<file path="config.mk">
export PLATFORM = sky130hd
export DESIGN_NAME = mm_seg_display
export DESIGN_NICKNAME = d
export VERILOG_FILES = /design/src/rtl/mm_seg_display.sv
export SDC_FILE = /design/constraint.sdc
export NUM_CORES = 1
export LEC_CHECK = 0
export ABC_AREA = 0
export BUFFER_PORTS_ARGS = -buffer_cell sky130_fd_sc_hd__buf_2
export CORE_ASPECT_RATIO = 1.2
export CORE_MARGIN = 2
export CORE_UTILIZATION = 45
export CTS_BUF_LIST = sky130_fd_sc_hd__clkbuf_4
export CTS_CLUSTER_DIAMETER = 40
export DETAILED_ROUTE_END_ITERATION = 8
export PLACE_DENSITY_LB_ADDON = 0.25
export SYNTH_ARGS = -nofsm -noshare
export SYNTH_HDL_FRONTEND = slang
export SYNTH_SLANG_ARGS = --single-unit
</file>
<file path="constraint.sdc">
create_clock -name clk -period 3.4 [get_ports clk]
set_input_delay 0.85 -clock clk [delete_from_list [all_inputs] [get_ports clk]]
set_output_delay 0.85 -clock clk [all_outputs]
set_load 0.01 [all_outputs]
</file>
<file path="src/rtl/mm_seg_display.sv">
// Four-digit multiplexed seven-segment driver for a BCD voltage reading (0.00..9.99 style).
// Captures BCD updates, blanks leading zeros above the decimal point, and shows dashes when stale.
module mm_seg_display #(
  parameter int unsigned REFRESH_DIV  = 50000,
  parameter int unsigned GUARD_CYCLES = 16,
  parameter int unsigned DP_POS       = 2,
  parameter int unsigned STALE_CYCLES = 100000000,
  parameter bit          ACTIVE_LOW   = 1'b1
) (
  input  logic        clk,
  input  logic        rst,
  input  logic        clr_i,
  input  logic [15:0] din_bcd_i,
  input  logic        din_update_i,
  input  logic        hold_i,
  output logic [3:0]  an_o,
  output logic [6:0]  seg_o,
  output logic        dp_o,
  output logic        stale_o
);

  localparam int unsigned SlotW  = (REFRESH_DIV > 1) ? $clog2(REFRESH_DIV) : 1;
  localparam int unsigned StaleW = $clog2(STALE_CYCLES + 1);
  localparam logic [SlotW-1:0]  SlotMax  = SlotW'(REFRESH_DIV - 1);
  localparam logic [SlotW-1:0]  GuardEnd = SlotW'(GUARD_CYCLES);
  localparam logic [StaleW-1:0] StaleMax = StaleW'(STALE_CYCLES - 1);

  logic [15:0]       value_q, value_d;
  logic [SlotW-1:0]  slot_q, slot_d;
  logic [1:0]        idx_q, idx_d;
  logic [StaleW-1:0] stale_cnt_q, stale_cnt_d;
  logic              stale_q, stale_d;
  logic [3:0]        an_q, an_d;
  logic [6:0]        seg_q, seg_d;
  logic              dp_q, dp_d;

  function automatic logic [6:0] decode(input logic [3:0] d);
    case (d)
      4'd0:    decode = 7'h3F;
      4'd1:    decode = 7'h06;
      4'd2:    decode = 7'h5B;
      4'd3:    decode = 7'h4F;
      4'd4:    decode = 7'h66;
      4'd5:    decode = 7'h6D;
      4'd6:    decode = 7'h7D;
      4'd7:    decode = 7'h07;
      4'd8:    decode = 7'h7F;
      4'd9:    decode = 7'h6F;
      default: decode = 7'h40;
    endcase
  endfunction

  logic       accept;
  logic       guard;
  logic       blank;
  logic [3:0] lz;
  logic [3:0] nib;
  logic [3:0] an_act;
  logic [6:0] seg_act;
  logic       dp_act;

  always_comb begin
    accept = din_update_i && !hold_i && !clr_i;

    value_d     = value_q;
    stale_cnt_d = stale_cnt_q;
    stale_d     = stale_q;
    if (clr_i) begin
      value_d     = '0;
      stale_cnt_d = '0;
      stale_d     = 1'b0;
    end else if (hold_i) begin
      // Held: value and stale timer both frozen.
      stale_cnt_d = stale_cnt_q;
    end else if (accept) begin
      value_d     = din_bcd_i;
      stale_cnt_d = '0;
      stale_d     = 1'b0;
    end else if (stale_cnt_q == StaleMax) begin
      stale_d = 1'b1;
    end else begin
      stale_cnt_d = stale_cnt_q + 1'b1;
    end

    if (slot_q == SlotMax) begin
      slot_d = '0;
      idx_d  = idx_q + 2'd1;
    end else begin
      slot_d = slot_q + 1'b1;
      idx_d  = idx_q;
    end

    // lz[k]: nibble k and every nibble above it are zero.
    lz[3] = (value_q[15:12] == 4'd0);
    lz[2] = lz[3] && (value_q[11:8] == 4'd0);
    lz[1] = lz[2] && (value_q[7:4] == 4'd0);
    lz[0] = lz[1] && (value_q[3:0] == 4'd0);

    nib   = value_q[{idx_q, 2'b00} +: 4];
    blank = (32'(idx_q) > DP_POS) && lz[idx_q];
    guard = (slot_q < GuardEnd);

    an_act  = guard ? 4'b0000 : (4'b0001 << idx_q);
    seg_act = stale_q ? 7'h40 : (blank ? 7'h00 : decode(nib));
    dp_act  = (32'(idx_q) == DP_POS) && !stale_q && !guard;

    an_d  = ACTIVE_LOW ? ~an_act : an_act;
    seg_d = ACTIVE_LOW ? ~seg_act : seg_act;
    dp_d  = ACTIVE_LOW ? ~dp_act : dp_act;
  end

  always_ff @(posedge clk) begin
    if (rst) begin
      value_q     <= '0;
      slot_q      <= '0;
      idx_q       <= '0;
      stale_cnt_q <= '0;
      stale_q     <= 1'b0;
      an_q        <= ACTIVE_LOW ? 4'hF : 4'h0;
      seg_q       <= ACTIVE_LOW ? 7'h7F : 7'h00;
      dp_q        <= ACTIVE_LOW;
    end else begin
      value_q     <= value_d;
      slot_q      <= slot_d;
      idx_q       <= idx_d;
      stale_cnt_q <= stale_cnt_d;
      stale_q     <= stale_d;
      an_q        <= an_d;
      seg_q       <= seg_d;
      dp_q        <= dp_d;
    end
  end

  assign an_o    = an_q;
  assign seg_o   = seg_q;
  assign dp_o    = dp_q;
  assign stale_o = stale_q;

endmodule

</file>
# Word-level counts from Yosys, hierarchy flattened
# Memories as Yosys holds them, arrays and structs flattened.
# Index checks and enable logic that the tools add are counted.
# totals
regBits	74
mem_bits_ro	112
in_bits	21
out_inout_bits	13
word_cells	56
memories	1
# classes
addsub	3
n_lt_le_gt_ge	3
n_eq_ne	4
shift	2
n_mux	9
n_bitwise	4
reduce_logical	22
# memory_table
memory	words	width	rd	rd_clocked_by_memory_dff	write_ports	line	rtl
(no name shown)	16	7	1	0	0	38	case (d)
# ops
operator	count
27-bit 2-to-1 mux	2
27-bit by 1-bit adder with 27-bit output (second input constant)	1
27-bit equality test (second input constant)	1
16-bit by 1-bit adder with 16-bit output (second input constant)	1
16-bit equality test (second input constant)	1
4-bit logical NOT	4
16-bit by 5-bit less-than comparator with 1-bit output (second input constant)	1
16-bit by 5-bit indexed part select with 4-bit output	1
7-bit 2-to-1 mux	2
1-bit logical AND	8
7-bit NOT	1
2-bit AND reduction	3
1-bit logical NOT	4
4-bit 2-to-1 mux	1
4-bit NOT	1
2-bit OR reduction	2
1-bit by 2-bit << shifter with 4-bit output (first input constant)	1
2-bit by 3-bit less-than comparator with 1-bit output (second input constant)	1
1-bit 2-to-1 mux	3
2-bit by 1-bit adder with 2-bit output (second input constant)	1
1-bit binary-select mux with 2-bit select	1
2-bit equality test (second input constant)	1
2-bit greater-than comparator (second input constant)	1
2-bit inequality test (second input constant)	1
2 further kinds	3

# Logic depth before layout (Yosys ltp)
# depth
depth_word	10
mapped_depth	10
depth_no_buf	9

# Least setup slack after synthesis
# OpenSTA, ideal clock, no wires.
# synth_path
path_kind	input-to-reg
startpoint	input port hold_i
endpoint	register stale_cnt_q[17]
setup_ps	71
arrival_time_ps	2330
required_time_ps	3329
path_slack_ps	999
stages	6
path_buffers	1
cell_sequence	clkbuf_1 -> nand4b_1 -> nor3_1 -> o41ai_4 -> or3_2 -> a21oi_1
# synth_between
elab_chain_len	5
elab_cells_between_ends	7
cone_classes	eq/ne (1); mux (1); bitwise (1); reduce/logical (4)
# synth_lines
element	line	rtl
from (decl)	15	input logic hold_i,
1-bit logical NOT	63	accept = din_update_i && !hold_i && !clr_i;
1-bit logical AND (2 in series)	63	
2-bit inequality test (no line)	-	
2-bit AND reduction (no line)	-	
to (signal assigned)	126	stale_cnt_q <= stale_cnt_d;
to (decl)	31	logic [StaleW-1:0] stale_cnt_q, stale_cnt_d;
# Parallel ways exist; a longest one is shown, timed or not.
# A chain may end at the register's enable or synchronous reset.

# Worst setup path in the final report
# layout_path
startpoint	register stale_cnt_q[17]
endpoint	register stale_cnt_q[17]
# layout_between
elab_chain_len	3
elab_cells_between_ends	6
cone_classes	add/sub (1); eq/ne (2); mux (2); reduce/logical (1)
# layout_lines
element	line
27-bit by 1-bit adder with 27-bit output / 27-bit equality test (equally long branches)	82, 79
27-bit 2-to-1 mux / 2-bit inequality test (equally long branches)	-
27-bit 2-to-1 mux / 2-bit AND reduction (equally long branches)	-
# Parallel ways exist; a longest one is shown, timed or not. The select of a mux whose other input is x is not followed.

==> impl_results.md <==
- Outcome: finished clean
- # H-tree levels: 3
- Cells after synthesis: roughly 400
- Crit-path cells: or4b_4 -> or4_4 -> o41ai_4 -> or3_2 -> a21oi_1
- Average cell area after synthesis: approximately 8.5 µm²
- WL final: 6660 µm
- Die Y-Extent: around 100 µm
- PnR worst setup slack: between 1 and 1.5 ns
- Place WS: about 0.8 ns
- Die footprint: 8320 µm²
- Reg2Reg Setup Slack: 1.08 ns
- Vias per cell: approximately 5.3
- CTS tree: built
- WL met2: 3100 µm
- Tot GR Track Use: 16.6%
- Buffers and inverters on the worst path: 0
- Post-synth cell types: between 40 and 50
- Final HPWL DP: 4950 µm
- Reg-to-reg endpoint: stale_cnt_q[17]$_SDFFE_PP0P_
- CTS clk-pin slew, worst paths: around 0.12 ns
- Register area: ~1500 µm²
- Worst path top cell family by delay: simple AND/OR/NAND/NOR gates
- Highest-delay cell along the critical path: or4_4
- Worst Path Class, Setup: reg2reg
- Number of DRC markers in iteration 0: 124
- Ys flop type: dfxtp_1
- # fillers: just under 700
- Multi-input combinational cell area: 1850 µm²
- Max VDD drop: roughly 0.00023 V
- Post-cts hold buffer count: 0
- Worst-case hold path end point: slot_q[0]$_SDFF_PP0_
- WHS Path Cells: 1
- CTS Buf Count: 9
- IO Pins: 34
- Number of gates resized after CTS: 0
- Rel. slew slack: 58.6%
- Tmin final: around 2.3 ns
- Slew Limit Fails: 0
- CP endpoint kind: register
- Port bufs: 33
- Via count: 2831
- Total power: 1490 µW
- Post-Syn Nets: approximately 440
- RSZ-0062 raised after global routing: false
- Final setup viols: 0
- Std cell rows: 34
- Remaining antenna violation count: 0
- Ant diodes: 0
- Setup Buffers After CTS: 0
- Sequential share of the synthesized area: ~43%
- Vias in the first global route: 2678
- Max incr delay on CP: around 0.57 ns
- Clk Tree Root Cell: clkbuf_4
- Die Wd: 83.6 µm
- Core ar.: 7320 µm²
- Met1 Wirelength: roughly 3100 µm
- Post-synthesis async set-or-reset flop share: 0%
- Hold/Removal Path Class: reg2reg
- Worst EP required: about 3.7 ns
- Worst Max-Slew Pin Slew: about 0.62 ns
- Placed Instances: ~520
- TritonRoute pass-1 iters: 4
- Final Hold Fails: 0
- Clk Latency, worst-skew pair: 0.41 ns
- Clk buf depth: 2
- Top Metal Used: met4
- CTS sink count: 74
- Fin util: a little over half
- Crit path max fanout: 10
- # nets final: between 400 and 500
- Met3 routed WL: 216 µm
- Synthesized flop and latch total: 74
- DR DRC count: 0
- Fmax: approximately 0.43 GHz
- Period utilization: between 60% and 70%
- Routability cong.: just over 0.9
- Critical Path AT: between 2 and 3 ns
- Area growth, synth to finish: 11.6%
- Cell count of the worst reg-to-reg path: 5
- P_leak: 0.00132 µW
- Cell Count, Final, Fillers Out: between 500 and 600
- Reg2reg start: stale_cnt_q[17]$_SDFFE_PP0P_
- Pwr dens: about 390 nW/µm²
- Routed len/inst: about 12 µm
- Layout cells sized above 1: between 15 and 20%
- Startpoint types: register
- Post-synth EDFFs: 0
- Largest net degree at the start of global routing: 19
- Initial Util: 46.8%
- Fin Setup TNS: 0 ns
- Worst clock skew: approximately 0.009 ns
- Global route total overflow: 0
- Area of the mapped netlist: 3420 µm²
- Ys Warns: 0
- Global-route wire length before repair: roughly 11000 µm
- Hold_sp: slot_q[0]$_SDFF_PP0_
- Antenna violations before repair: 0
- Maxcap violations: 0
worst max-delay path by stage:
stage | start | end | cells after the start
2_1_floorplan | hold_i | stale_cnt_q[17]$_SDFFE_PP0P_ | 6
3_3_place_gp | hold_i | stale_cnt_q[15]$_SDFFE_PP0P_ | 6
4_1_cts | stale_cnt_q[9]$_SDFFE_PP0P_ | stale_cnt_q[11]$_SDFFE_PP0P_ | 5
5_1_grt | stale_cnt_q[9]$_SDFFE_PP0P_ | stale_cnt_q[17]$_SDFFE_PP0P_ | 5
3_5_place_dp | hold_i | stale_cnt_q[17]$_SDFFE_PP0P_ | 6
6_report | stale_cnt_q[17]$_SDFFE_PP0P_ | stale_cnt_q[17]$_SDFFE_PP0P_ | 5
metrics by stage:
stage	hold WS, ns	area (µm²)
floorplan	0.418	3420
global placement	0.430	3680
detailed placement	0.442	3680
CTS	0.473	3820
global route	0.494	3820
finish	0.467	3820
cells in the mapped netlist, types with 3 or more instances:
master	count	area [µm²]
a21oi_1	31	155
clkbuf_1	11	41.3
dfxtp_1	74	1480
ha_1	12	150
inv_1	13	48.8
mux4_2	3	67.6
nand2_1	67	251
nand2b_1	4	25.0
nand3_1	19	95.1
nand4_1	8	50.1
nor2_1	44	165
nor3_1	11	55.1
nor4_1	10	62.6
o21ai_0	8	40.0
o21ai_1	5	25.0
or2_2	6	37.5
or3_1	3	18.8
or3_2	5	37.5
or4_1	4	30.0
xnor2_1	19	166
xor2_1	12	105
metal layers:
layer	up-vias	track usage, %
met5	-	0
met1	1291	20.0
met4	0	8.93
met3	19	3.73
met2	52	27.5
li1	1469	-
registers in the layout, summed over array words and instances (netlist names):
name	count
stale_o	1
slot_q	16
an_o	4
stale_cnt_q	27
dp_o	1
seg_o	7
idx_q	2
value_q	16
power breakdown:
group          switching (µW)  leakage (µW)  internal [µW]
clock                     309     0.0000726            233
sequential               6.56      0.000600            878
combinational            40.8      0.000652           26.7
layout make-up:
cell class	count	area share (%)
inverters	13	1.28
clock buffers	10	1.97
multi-input cells	305	48.3
well taps	90	2.95
flip-flops and latches	74	38.8
repair buffers	36	4.91
clock inverters	6	1.77
cells in the final DEF (no fill, tap or decap), types with 2 or more instances in the layout:
master and instances:
nor3_1 11, nor4_1 10, xnor2_1 19, or4_1 4, mux2i_1 2, and4_1 2
o31ai_1 2, nor2_1 44, inv_1 13, ha_1 12, a21oi_1 31, nand3_1 19
clkbuf_4 10, and2_1 2, and4_2 2, buf_2 33, o21ai_1 5, nand2_1 67
o22ai_1 2, a211oi_1 2, nor2b_1 2, and3_1 2, or2_2 6, dfxtp_1 74
or3_2 5, clkinvlp_4 2, nand2b_1 4, o21ai_0 8, nand4_1 8, mux4_2 3
buf_4 3, xor2_1 12, or3_1 3, clkinv_4 2
cells by family (layout without fill, tap and decap cells):
family | Yosys count | count (layout) | synth area share, %
flip-flops | 74 | 74 | 43.3
buffers and inverters | 25 | 65 | 2.78
XOR/XNOR | 31 | 31 | 7.93
AO/OA/AOI/OAI | 55 | 55 | 9.40
AND/OR/NAND/NOR | 201 | 201 | 29.3
adder cells (fa/ha/maj) | 12 | 12 | 4.39
multiplexers | 6 | 6 | 2.89
Note: power is estimated with default switching activity, not from simulation.
